$ cat src/rtl/rca_pkg.sv
// Shared constants for the pipelined ripple-carry adder family and its consumers.
package rca_pkg;
    localparam int RCA_LAT   = 3;
    localparam int RCA_WIDTH = 4;

    // Sums carry one extra bit for the adder carry-out.
    function automatic int rca_sum_w(input int width);
        return width + 1;
    endfunction
endpackage

$ cat src/rtl/rca_sum_fifo.sv
// First-word-fall-through FIFO with separate occupancy count and sticky drop flag.
module rca_sum_fifo #(
    parameter int DW    = 5,
    parameter int DEPTH = 4,
    localparam int AW   = $clog2(DEPTH),
    localparam int CW   = $clog2(DEPTH) + 1
) (
    input  logic          clk,
    input  logic          rst,
    input  logic          wr_en,
    input  logic [DW-1:0] wr_data,
    input  logic          rd_ready,
    output logic          rd_valid,
    output logic [DW-1:0] rd_data,
    output logic [CW-1:0] count,
    output logic          full,
    output logic          empty,
    output logic          overflow
);
    logic [DW-1:0] mem [DEPTH];
    logic [AW-1:0] wr_ptr, rd_ptr;
    logic          pop, push;

    assign empty    = (count == '0);
    assign full     = (count == CW'(DEPTH));
    assign rd_valid = !empty;
    assign pop      = rd_valid & rd_ready;
    // A read in the same cycle frees the slot, so a write into a full FIFO still lands.
    assign push     = wr_en & (!full | pop);
    assign rd_data  = empty ? '0 : mem[rd_ptr];

    always_ff @(posedge clk) begin
        if (push) mem[wr_ptr] <= wr_data;
    end

    always_ff @(posedge clk or posedge rst) begin
        if (rst) begin
            wr_ptr   <= '0;
            rd_ptr   <= '0;
            count    <= '0;
            overflow <= 1'b0;
        end else begin
            if (push) wr_ptr <= wr_ptr + AW'(1);
            if (pop)  rd_ptr <= rd_ptr + AW'(1);
            case ({push, pop})
                2'b10:   count <= count + CW'(1);
                2'b01:   count <= count - CW'(1);
                default: count <= count;
            endcase
            if (wr_en & !push) overflow <= 1'b1;
        end
    end
endmodule

$ cat src/rtl/rca_sum_collector.sv
// Collects valid adder results into a FWFT FIFO behind a latency-matched valid delay line.
// Optional sum checker built when RCA_SUM_CHECK_EN is defined.
module rca_sum_collector
    import rca_pkg::*;
#(
    parameter int WIDTH = RCA_WIDTH,
    parameter int LAT   = RCA_LAT,
    parameter int DEPTH = 4,
    localparam int SW   = rca_sum_w(WIDTH),
    localparam int CW   = $clog2(DEPTH) + 1
) (
    input  logic             clk,
    input  logic             rst,
    input  logic             in_valid_i,
    input  logic [WIDTH-1:0] in_a_i,
    input  logic [WIDTH-1:0] in_b_i,
    input  logic [SW-1:0]    sum_i,
    output logic             out_valid_o,
    input  logic             out_ready_i,
    output logic [SW-1:0]    out_sum_o,
    output logic [CW-1:0]    count_o,
    output logic             full_o,
    output logic             empty_o,
    output logic             overflow_o,
    output logic             err_o,
    output logic [7:0]       err_cnt_o
);
    logic [LAT-1:0] vld_pipe;
    logic           wr_en;

    always_ff @(posedge clk or posedge rst) begin
        if (rst) begin
            vld_pipe <= '0;
        end else begin
            vld_pipe[0] <= in_valid_i;
            for (int i = 1; i < LAT; i++) vld_pipe[i] <= vld_pipe[i-1];
        end
    end

    assign wr_en = vld_pipe[LAT-1];

    rca_sum_fifo #(.DW(SW), .DEPTH(DEPTH)) u_fifo (
        .clk      (clk),
        .rst      (rst),
        .wr_en    (wr_en),
        .wr_data  (sum_i),
        .rd_ready (out_ready_i),
        .rd_valid (out_valid_o),
        .rd_data  (out_sum_o),
        .count    (count_o),
        .full     (full_o),
        .empty    (empty_o),
        .overflow (overflow_o)
    );

`ifdef RCA_SUM_CHECK_EN
    logic [SW-1:0] ref_pipe [LAT];

    always_ff @(posedge clk or posedge rst) begin
        if (rst) begin
            for (int i = 0; i < LAT; i++) ref_pipe[i] <= '0;
            err_o     <= 1'b0;
            err_cnt_o <= '0;
        end else begin
            ref_pipe[0] <= SW'(in_a_i) + SW'(in_b_i);
            for (int i = 1; i < LAT; i++) ref_pipe[i] <= ref_pipe[i-1];
            // Checked even when the FIFO drops the write.
            err_o <= wr_en && (ref_pipe[LAT-1] != sum_i);
            if (wr_en && (ref_pipe[LAT-1] != sum_i) && (err_cnt_o != 8'hff))
                err_cnt_o <= err_cnt_o + 8'd1;
        end
    end
`else
    logic unused_operands;
    assign unused_operands = ^{in_a_i, in_b_i};
    assign err_o     = 1'b0;
    assign err_cnt_o = '0;
`endif
endmodule

$ cat config.mk
export PLATFORM = sky130hd
export DESIGN_NAME = rca_sum_collector
export DESIGN_NICKNAME = d
export VERILOG_FILES = /design/src/rtl/rca_pkg.sv /design/src/rtl/rca_sum_fifo.sv /design/src/rtl/rca_sum_collector.sv
export SDC_FILE = /design/constraint.sdc
export NUM_CORES = 1
export LEC_CHECK = 0
export BUFFER_PORTS_ARGS = -buffer_cell sky130_fd_sc_hd__buf_2
export CAP_MARGIN = 20
export CORE_ASPECT_RATIO = 1.2
export CORE_MARGIN = 8
export CORE_UTILIZATION = 30
export CTS_CLUSTER_DIAMETER = 40
export DETAILED_ROUTE_END_ITERATION = 12
export PLACE_DENSITY = 0.56
export SYNTH_ARGS = -nofsm -noshare
export SYNTH_HDL_FRONTEND = slang
export SYNTH_SLANG_ARGS = --single-unit
$ cat constraint.sdc
create_clock -name clk -period 3.2 [get_ports clk]
set_input_delay 0 -clock clk [delete_from_list [all_inputs] [get_ports clk]]
set_output_delay 0 -clock clk [all_outputs]
set_load 0.05 [all_outputs]
==> results of run 1 <==
[synth_stat cells]
cell type	n	area share
clkinv_2	1	0.0036
nor3b_2	1	0.0090
clkbuf_1	1	0.0027
and2_1	7	0.031
mux4_2	5	0.081
conb_1	1	0.0027
dfrtp_1	11	0.20
o21ai_0	1	0.0036
or3_1	1	0.0045
buf_6	2	0.016
and2_2	2	0.011
fa_1	1	0.014
xor2_1	3	0.019
a21boi_2	1	0.0081
xnor2_1	3	0.019
nand3_2	1	0.0072
ha_1	5	0.045
nor2_2	1	0.0045
buf_4	9	0.048
a31o_2	1	0.0063
nand2_1	1	0.0027
inv_1	8	0.021
mux2_4	1	0.011
edfxtp_1	20	0.43
nor2_1	1	0.0027
[stage by stage]
stage / hold slack, ns / utilization / cell area (sq um) / total power, mW
2_1_floorplan: -0.148 / - / 1430 / 1.31
3_3_place_gp: 0.00586 / 0.333 / 1510 / 1.44
3_5_place_dp: 0.0147 / 0.333 / 1510 / 1.46
4_1_cts: 0.262 / 0.368 / 1670 / 1.74
5_1_grt: 0.285 / 0.368 / 1670 / 1.82
6_report: 0.250 / 0.368 / 1670 / 1.71
[sequential cells by signal (all words and copies together), names as in the netlist]
name / flops
u_fifo.count: 3
u_fifo.mem: 20
u_fifo.wr_ptr: 2
vld_pipe: 3
u_fifo.overflow: 1
u_fifo.rd_ptr: 2
[logic make-up after synthesis]
kind of cell	Yosys count	synth area share
multiplexers	6	0.0913
flip-flops	31	0.627
XOR/XNOR	6	0.0376
AND/OR/NAND/NOR	15	0.0725
AO/OA/AOI/OAI	3	0.0179
buffers and inverters	21	0.0922
adder cells (fa/ha/maj)	6	0.0591
other	1	0.00268
[final cells by class]
type | count | area [sq um] | area share
timing repair buffer | 28 | 180 | 0.108
inverter | 9 | 35.0 | 0.0210
multi-input combinational | 45 | 423 | 0.254
sequential | 31 | 876 | 0.526
clock inverter | 2 | 7.51 | 0.00450
tap | 58 | 72.6 | 0.0435
clock buffer | 6 | 72.6 | 0.0435
[worst max-delay path: stages, from the launching register on]
cell and delay [ns]:
dfrtp_1 0.42, or3_1 0.32, clkinv_2 0.11, nor2_2 0.13, ha_1 0.20, inv_1 0.06, fa_1 0.37, xor2_1 0.15
nor2_1 0.11, xor2_1 0.14
[power by group through the flow]
stage / clock [mW] / sequential (mW) / combinational (mW)
after floorplan: 0 / 0.680 / 0.629
after detailed placement: 0 / 0.644 / 0.811
after global routing: 0.305 / 0.649 / 0.863
after CTS: 0.284 / 0.635 / 0.821
final: 0.272 / 0.630 / 0.805
after global placement: 0 / 0.635 / 0.801
[path summary, 6_finish.rpt]
path / slack [ns] / start / cells after the start / endpoint
min reg2reg: 0.35 / vld_pipe[1] / 0 / vld_pipe[2]
max: 1.12 / u_fifo.count[0] / 9 / u_fifo.count[2]
max in group asynchronous: 2.67 / rst / 3 / vld_pipe[1]
min: 0.25 / rst / 3 / u_fifo.overflow
max reg2reg: 1.12 / u_fifo.count[0] / 9 / u_fifo.count[2]
min in group clk: 0.35 / vld_pipe[1] / 0 / vld_pipe[2]
[what timing repair did]
action,in CTS,in global routing
endpoints found under the setup margin,0,0
hold buffers,8,0
hold endpoints to repair,33,0
[layer usage]
| layer | routed length [um] | up-vias | share of wire |
|---|---|---|---|
| met5 | 0 | - | 0 |
| met3 | 171 | 6 | 0.078 |
| met2 | 1220 | 19 | 0.55 |
| li1 | - | 346 | - |
| met1 | 755 | 346 | 0.34 |
| met4 | 53 | 0 | 0.024 |
==> results.json, run 1 <==
{
  "hold_path.class": "input pin to asynchronous set/reset pin",
  "drt_iter0_markers": 10,
  "fmax_mhz": 480,
  "yosysUniqueCellTypes": 25,
  "use_met1": 0.0595,
  "root_buffer": "clkbuf_8",
  "initial_utilization": 0.309,
  "slew_viol_final": 0,
  "pwr-share-clk": 0.159,
  "overflow": 0,
  "gp_congestion": 0.764,
  "drt-vias-per-instance": 4.01,
  "mappedNetlistArea_sq_um": 1400,
  "power_leakage_nw": 0.691,
  "worstSkewPairLatency_ns": 0.27,
  "hold_violations": 0,
  "cts.sinks": 31,
  "rsz0062_at_grt": "no",
  "crit_type": "register to register",
  "core_sq_um": 4530,
  "cts_made_buffers": 5,
  "seq_power_share": 0.369,
  "end_kind": "register",
  "first_global_vias": 766,
  "drcViolationCount": 0,
  "wire_per_inst_um": 12.3,
  "cts_buffer_depth": 2,
  "fin_ws_ns": 1.12,
  "drive_gt1_frac": 0.322,
  "num_rows": 27,
  "vdd_drop_max_uv": 377,
  "grt-busiest-layer": "met2",
  "outcome": "complete, no violations",
  "met3_usage": 0.0339,
  "postRouteAntennaNets": 0,
  "htreeDepth": 2,
  "antenna_found_initial": 0,
  "dr.pass1.iters": 3,
  "grt_use_met2": 0.116,
  "grt_first_pass_wirelength_um": 3640,
  "dpl.cell_count": 163,
  "grt_max_degree": 12,
  "cts_tree": "built",
  "synthCells": 89,
  "ios": 38,
  "die_area_sq_um": 7110,
  "antennaDiodeCount": 0,
  "power_density_nw_per_um2": 1020,
  "intPower_mw": 0.949,
  "dpl.hpwl_um": 1690,
  "min_period_ns": 2.08,
  "synth.avg_cell_area_sq_um": 15.7,
  "worstPathMaxFanout": 8,
  "arrival_ns": 2.28,
  "layout_common_cells": "buf_2, edfxtp_1, dfrtp_1",
  "yosys_warnings": 0,
  "die_x_um": 78.3,
  "power_frac_comb": 0.472,
  "nNetsFinal": 143,
  "swShare": 0.444,
  "post_cts_buffers": 0,
  "syn2layout_area_growth_pct": 19.2,
  "cts_resized": 0,
  "required_ns": 3.40,
  "setup_violations": 0,
  "worst_setup_path_start_kind": "register",
  "detail_route.wirelength_um": 2200,
  "groute.usage.overall": 0.0677,
  "fin_tns_setup_ns": 0,
  "yosys_register_bits": 31,
  "clock_skew_ns": 0.00267,
  "fin_cells": 179,
  "port_buffers": 20,
  "max_cap_violations": 0,
  "dp_slack_ns": 1.09,
  "fillers": 452,
  "die-height_um": 90.8,
  "p_sw_mw": 0.758,
  "via_count": 717,
  "fin_crit_sh": 0.651,
  "clkTransAtPathRegs_ns": 0.06,
  "seq_area_frac_synth": 0.627
}
Note: power is estimated with default switching activity, not from simulation.
==> run 2, diff against run 1 <==
Settings changed: PLACE_DENSITY 0.56 to 0.57.
Clock period 3.2 ns to 1.8 ns, I/O delays scaled along.
==> run 2 against run 1 <==
- global-route usage rose by 0.74 points
- clock skew is 0.00081 ns higher
- register-to-register slack got worse by 1.1 ns
- clock-buffer cell count stayed put
- via count increased by 9.2%
- core utilization grew 2.9 points
- critical path type unchanged
- sequential share of layout area decreased by 3.6 points
- clock power grew 86%
- largest cell class unchanged
- non-clock buffer count rose by 11
- sequential power grew 79%
==> results.json, run 2 (synthesized netlist as in run 1, its figures left out) <==
{
  "drive_gt1_frac": 0.470,
  "worst_setup_path_start_kind": "register",
  "ff2ff_path_depth": 9,
  "fin_util": 0.397,
  "max_cap_violations": 0,
  "dpl.hpwl_um": 1790,
  "root_buffer": "clkbuf_8",
  "antennaDiodeCount": 0,
  "layout_common_cells": "buf_2, edfxtp_1, buf_4",
  "port_buffers": 20,
  "drt-vias-per-instance": 4.12,
  "antenna_found_initial": 0,
  "first_global_vias": 870,
  "initial_utilization": 0.309,
  "rsz0062_at_grt": "yes",
  "dr.pass1.iters": 2,
  "worst-r2r-setup-slack_ns": 0.00003,
  "htreeDepth": 2,
  "syn2layout_area_growth_pct": 28.6,
  "end_kind": "register",
  "crit_type": "register to register",
  "die_area_sq_um": 7110,
  "max_flop_register": "u_fifo.mem",
  "fin_crit_sh": 1.00,
  "hold_path.class": "input pin to asynchronous set/reset pin",
  "num_rows": 27,
  "cts_made_buffers": 5,
  "r2r_end": "u_fifo.count[2]",
  "cts.sinks": 31,
  "largest_register_ffs": 20,
  "grt_first_pass_wirelength_um": 4110,
  "outcome": "complete, no violations",
  "power_leakage_nw": 0.752,
  "drt_iter0_markers": 6,
  "postRouteAntennaNets": 0,
  "groute.usage.overall": 0.0751,
  "max_stage_delay_ns": 0.43,
  "power_density_nw_per_um2": 1840,
  "required_ns": 2.00,
  "worstPathCellList": "nor3b_4 -> a21boi_4 -> inv_2 -> ha_4 -> inv_2 -> fa_2 -> xor2_1 -> nor2_1 -> xor2_1",
  "slew_viol_final": 0,
  "fmax_mhz": 556,
  "hold_violations": 0,
  "drcViolationCount": 0,
  "ios": 38,
  "critPathSlowestCell": "dfrtp_2",
  "arrival_ns": 2.00,
  "die-height_um": 90.8,
  "min_period_ns": 1.80,
  "cts_tree": "built",
  "clkTransAtPathRegs_ns": 0.06,
  "vdd_drop_max_uv": 733,
  "total_power_mw": 3.31,
  "wire_per_inst_um": 12.7,
  "clock_skew_ns": 0.00349,
  "detail_route.wirelength_um": 2420,
  "grt_max_degree": 12,
  "fin_tns_setup_ns": 0,
  "core_sq_um": 4530,
  "cts_buffer_depth": 2,
  "gp_congestion": 0.802,
  "nNetsFinal": 154,
  "reg_top3": "u_fifo.mem x20, u_fifo.count x3, vld_pipe x3",
  "worstSkewPairLatency_ns": 0.27,
  "via_count": 783,
  "overflow": 0,
  "regToRegStartpoint": "u_fifo.count[1]",
  "worstPathMaxFanout": 4,
  "die_x_um": 78.3,
  "setup_violations": 0
}
[run 2: changes by cell type in the layout (fill, tap and decap cells not counted), sizes merged]
cell	previous run	this run
clkinv	3	2
clkinvlp	0	1
buf	20	31
[run 2: how the worst max path moves through the flow]
stage	start	endpoint	slack, ns	depth (start not counted)
CTS	u_fifo.count[0]	u_fifo.count[2]	-0.02	9
global route	u_fifo.count[1]	u_fifo.count[2]	-0.15	9
floorplan	u_fifo.count[2]	u_fifo.count[2]	-0.57	9
global placement	u_fifo.count[0]	u_fifo.count[1]	-0.06	7
detailed placement	u_fifo.count[0]	u_fifo.count[1]	-0.05	7
finish	u_fifo.count[1]	u_fifo.count[2]	0.00003	9
[run 2: power breakdown]
group	switching [mW]	internal, mW	total [mW]
sequential	0.167	0.968	1.13
clock	0.237	0.269	0.506
combinational	1.03	0.637	1.67
total	1.44	1.87	3.31
[run 2: layout make-up]
cell class,count,area (sq um)
clock buffers,6,72.6
clock inverters,2,12.5
fillers,458,2730
inverters,9,35.0
multi-input cells,45,462
flip-flops and latches,31,881
well taps,58,72.6
repair buffers,39,263
[run 2: routing by layer]
metal / wire length [um] / track usage / share of wire
met5: 0 / 0 / 0
met1: 907 / 0.0697 / 0.37
met2: 1340 / 0.136 / 0.55
met3: 133 / 0.0299 / 0.055
met4: 40 / 0.0372 / 0.017
[run 2: stage by stage]
stage,worst slack [ns],hold WS (ns),instance area (sq um),instances
after floorplan,-0.569,-0.148,1460,97
after global placement,-0.0585,0.0208,1600,171
after detailed placement,-0.0467,0.0276,1600,171
after CTS,-0.0151,0.271,1790,189
after global routing,-0.152,0.304,1800,190
final,0.0000300,0.264,1800,190
[run 2: timing repair]
action	in CTS	in global routing
gates resized for setup	3	1
buffers inserted	2	1
pin swaps	2	1
hold buffers	8	0
setup endpoints to repair	7	2
endpoints found under the hold margin	33	0
[run 2: critical path, delay by kind of cell (launching register included)]
kind | cells | cell delay [ns]
simple gates | 2 | 0.36
flops | 1 | 0.43
fa+ha+maj | 2 | 0.44
buf+inv | 2 | 0.10
compound gates | 1 | 0.09
xor+xnor | 2 | 0.30
==> run 3, diff against run 2 <==
Clock period 1.8 ns to 1.4 ns, I/O delays scaled along.
==> run 3 against run 2 <==
- clock power increased by 100%
- combinational power grew 78%
- die area is the same
- power rose by 64%
- cell area up 14%
- hold slack got worse by 0.17 ns
- non-clock buffer count grew 7
- via count is 0.77% higher
- the flow now finishes with violations (setup timing)
- clock skew up 0.0054 ns
- sequential share of layout area is 6.1 points lower
==> results.json, run 3 (synthesized netlist as in run 1, its figures left out) <==
{
  "outcome": "finished with violations",
  "violations": "setup timing",
  "crit_type": "register to register",
  "htreeDepth": 2,
  "overflow": 0,
  "layout_commonest_cell": "edfxtp_1",
  "power_leakage_nw": 0.872,
  "hold_depth": 4,
  "ios": 38,
  "cts.sinks": 31,
  "die_x_um": 78.3,
  "fmax_mhz": 539,
  "postRouteAntennaNets": 0,
  "antennaDiodeCount": 0,
  "drcViolationCount": 0,
  "max_cap_violations": 0,
  "detail_route.wirelength_um": 2480,
  "max_flop_register": "u_fifo.mem",
  "drive_gt1_frac": 0.561,
  "root_buffer": "clkbuf_8",
  "worstSkewPairLatency_ns": 0.28,
  "dr.pass1.iters": 3,
  "grt_first_pass_wirelength_um": 4080,
  "cts_buffer_depth": 2,
  "die-height_um": 90.8,
  "slew_viol_final": 0,
  "end_kind": "register",
  "die_area_sq_um": 7110,
  "grt_max_degree": 12,
  "groute.usage.overall": 0.0748,
  "syn2layout_area_growth_pct": 47.0,
  "port_buffers": 20,
  "drt_iter0_markers": 9,
  "ff2ff_path_depth": 9,
  "largest_register_ffs": 20,
  "min_period_ns": 1.86,
  "fin_tns_setup_ns": -2.08,
  "fin_util": 0.454,
  "nNetsFinal": 161,
  "layout_common_cells": "edfxtp_1, buf_4, buf_2",
  "vdd_drop_max_uv": 1010,
  "first_global_vias": 873,
  "fin_crit_sh": 1.33,
  "cts_tree": "built",
  "gp_congestion": 0.794,
  "wire_per_inst_um": 12.6,
  "num_rows": 27,
  "core_sq_um": 4530,
  "hold_violations": 0,
  "hold_path.class": "input pin to register",
  "fin_ws_ns": -0.457,
  "antenna_found_initial": 0,
  "clock_skew_ns": 0.00885,
  "power_density_nw_per_um2": 2640,
  "initial_utilization": 0.309,
  "via_count": 789,
  "drt-vias-per-instance": 4.01,
  "cts_made_buffers": 5,
  "clkTransAtPathRegs_ns": 0.07,
  "dpl.hpwl_um": 1860,
  "arrival_ns": 2.05,
  "required_ns": 1.60,
  "worst_setup_path_start_kind": "register",
  "rsz0062_at_grt": "yes",
  "reg_top3": "u_fifo.mem x20, u_fifo.count x3, vld_pipe x3",
  "worstPathMaxFanout": 3,
  "setup_violations": 11
}
## run 3: cell count changes in the layout (fill, tap and decap cells not counted), moves of 2 or more
| cell | previous run | this run |
|---|---|---|
| and2_4 | 1 | 9 |
| bufinv_16 | 0 | 2 |
| buf_6 | 0 | 3 |
| buf_12 | 0 | 2 |
| buf_8 | 0 | 8 |
| and2_1 | 7 | 0 |
| buf_4 | 11 | 14 |
| clkinv_2 | 2 | 0 |
| buf_2 | 20 | 12 |
## run 3: timing repair
item / CTS / global route
setup buffers: 6 / 5
endpoints found under the hold margin: 32 / 0
endpoints found under the setup margin: 30 / 32
hold buffers: 7 / 0
pin swaps: 7 / 3
gates resized for setup: 37 / 8
## run 3: worst max-delay path: stages, from the launching register on
cell,delay [ns]
dfrtp_2,0.43
nor3b_4,0.28
a21boi_4,0.09
inv_2,0.07
ha_4,0.13
inv_2,0.04
fa_2,0.32
xor2_1,0.14
nor2_1,0.11
xor2_1,0.16
## run 3: stage by stage
stage	power (mW)	std cells	cell area [sq um]	setup slack (ns)	hold WS (ns)
CTS	5.26	194	2000	-0.463	0.0887
global placement	3.58	175	1650	-0.440	0.0126
detailed placement	3.63	175	1650	-0.497	0.0197
finish	5.42	197	2050	-0.457	0.0964
floorplan	3.12	97	1480	-0.968	-0.148
global route	5.69	197	2050	-0.548	0.0994
## run 3: where the power goes
| group | leakage, nW | internal, mW | switching (mW) |
|---|---|---|---|
| Sequential | 0.306 | 1.24 | 0.179 |
| Combinational | 0.501 | 1.45 | 1.52 |
| Clock | 0.0654 | 0.711 | 0.312 |
| Total | 0.872 | 3.40 | 2.02 |
## run 3: area by class of cell
cell class | count | area, sq um
clock buffer | 6 | 72.6
tap | 58 | 72.6
sequential | 31 | 881
inverter | 9 | 46.3
timing repair buffer | 46 | 429
fill | 421 | 2470
multi-input combinational | 45 | 493
clock inverter | 2 | 60.1
## run 3: final timing paths
check                                     start                to  slack, ns
max in group asynchronous                   rst  u_fifo.rd_ptr[0]       0.81
worst max-delay path            u_fifo.count[0]   u_fifo.count[2]      -0.46
worst max register to register  u_fifo.count[0]   u_fifo.count[2]      -0.46
worst min-delay path                out_ready_i  u_fifo.rd_ptr[1]        0.1
min in group asynchronous                   rst   u_fifo.count[2]       0.27
worst min register to register      vld_pipe[0]       vld_pipe[1]       0.35
## run 3: routing by layer
metal / share of wire / wire length [um] / GRT usage
met2: 0.58 / 1430 / 0.143
met4: 0.025 / 61 / 0.0464
met3: 0.043 / 106 / 0.0249
met5: 0 / 0 / 0
met1: 0.35 / 874 / 0.0624
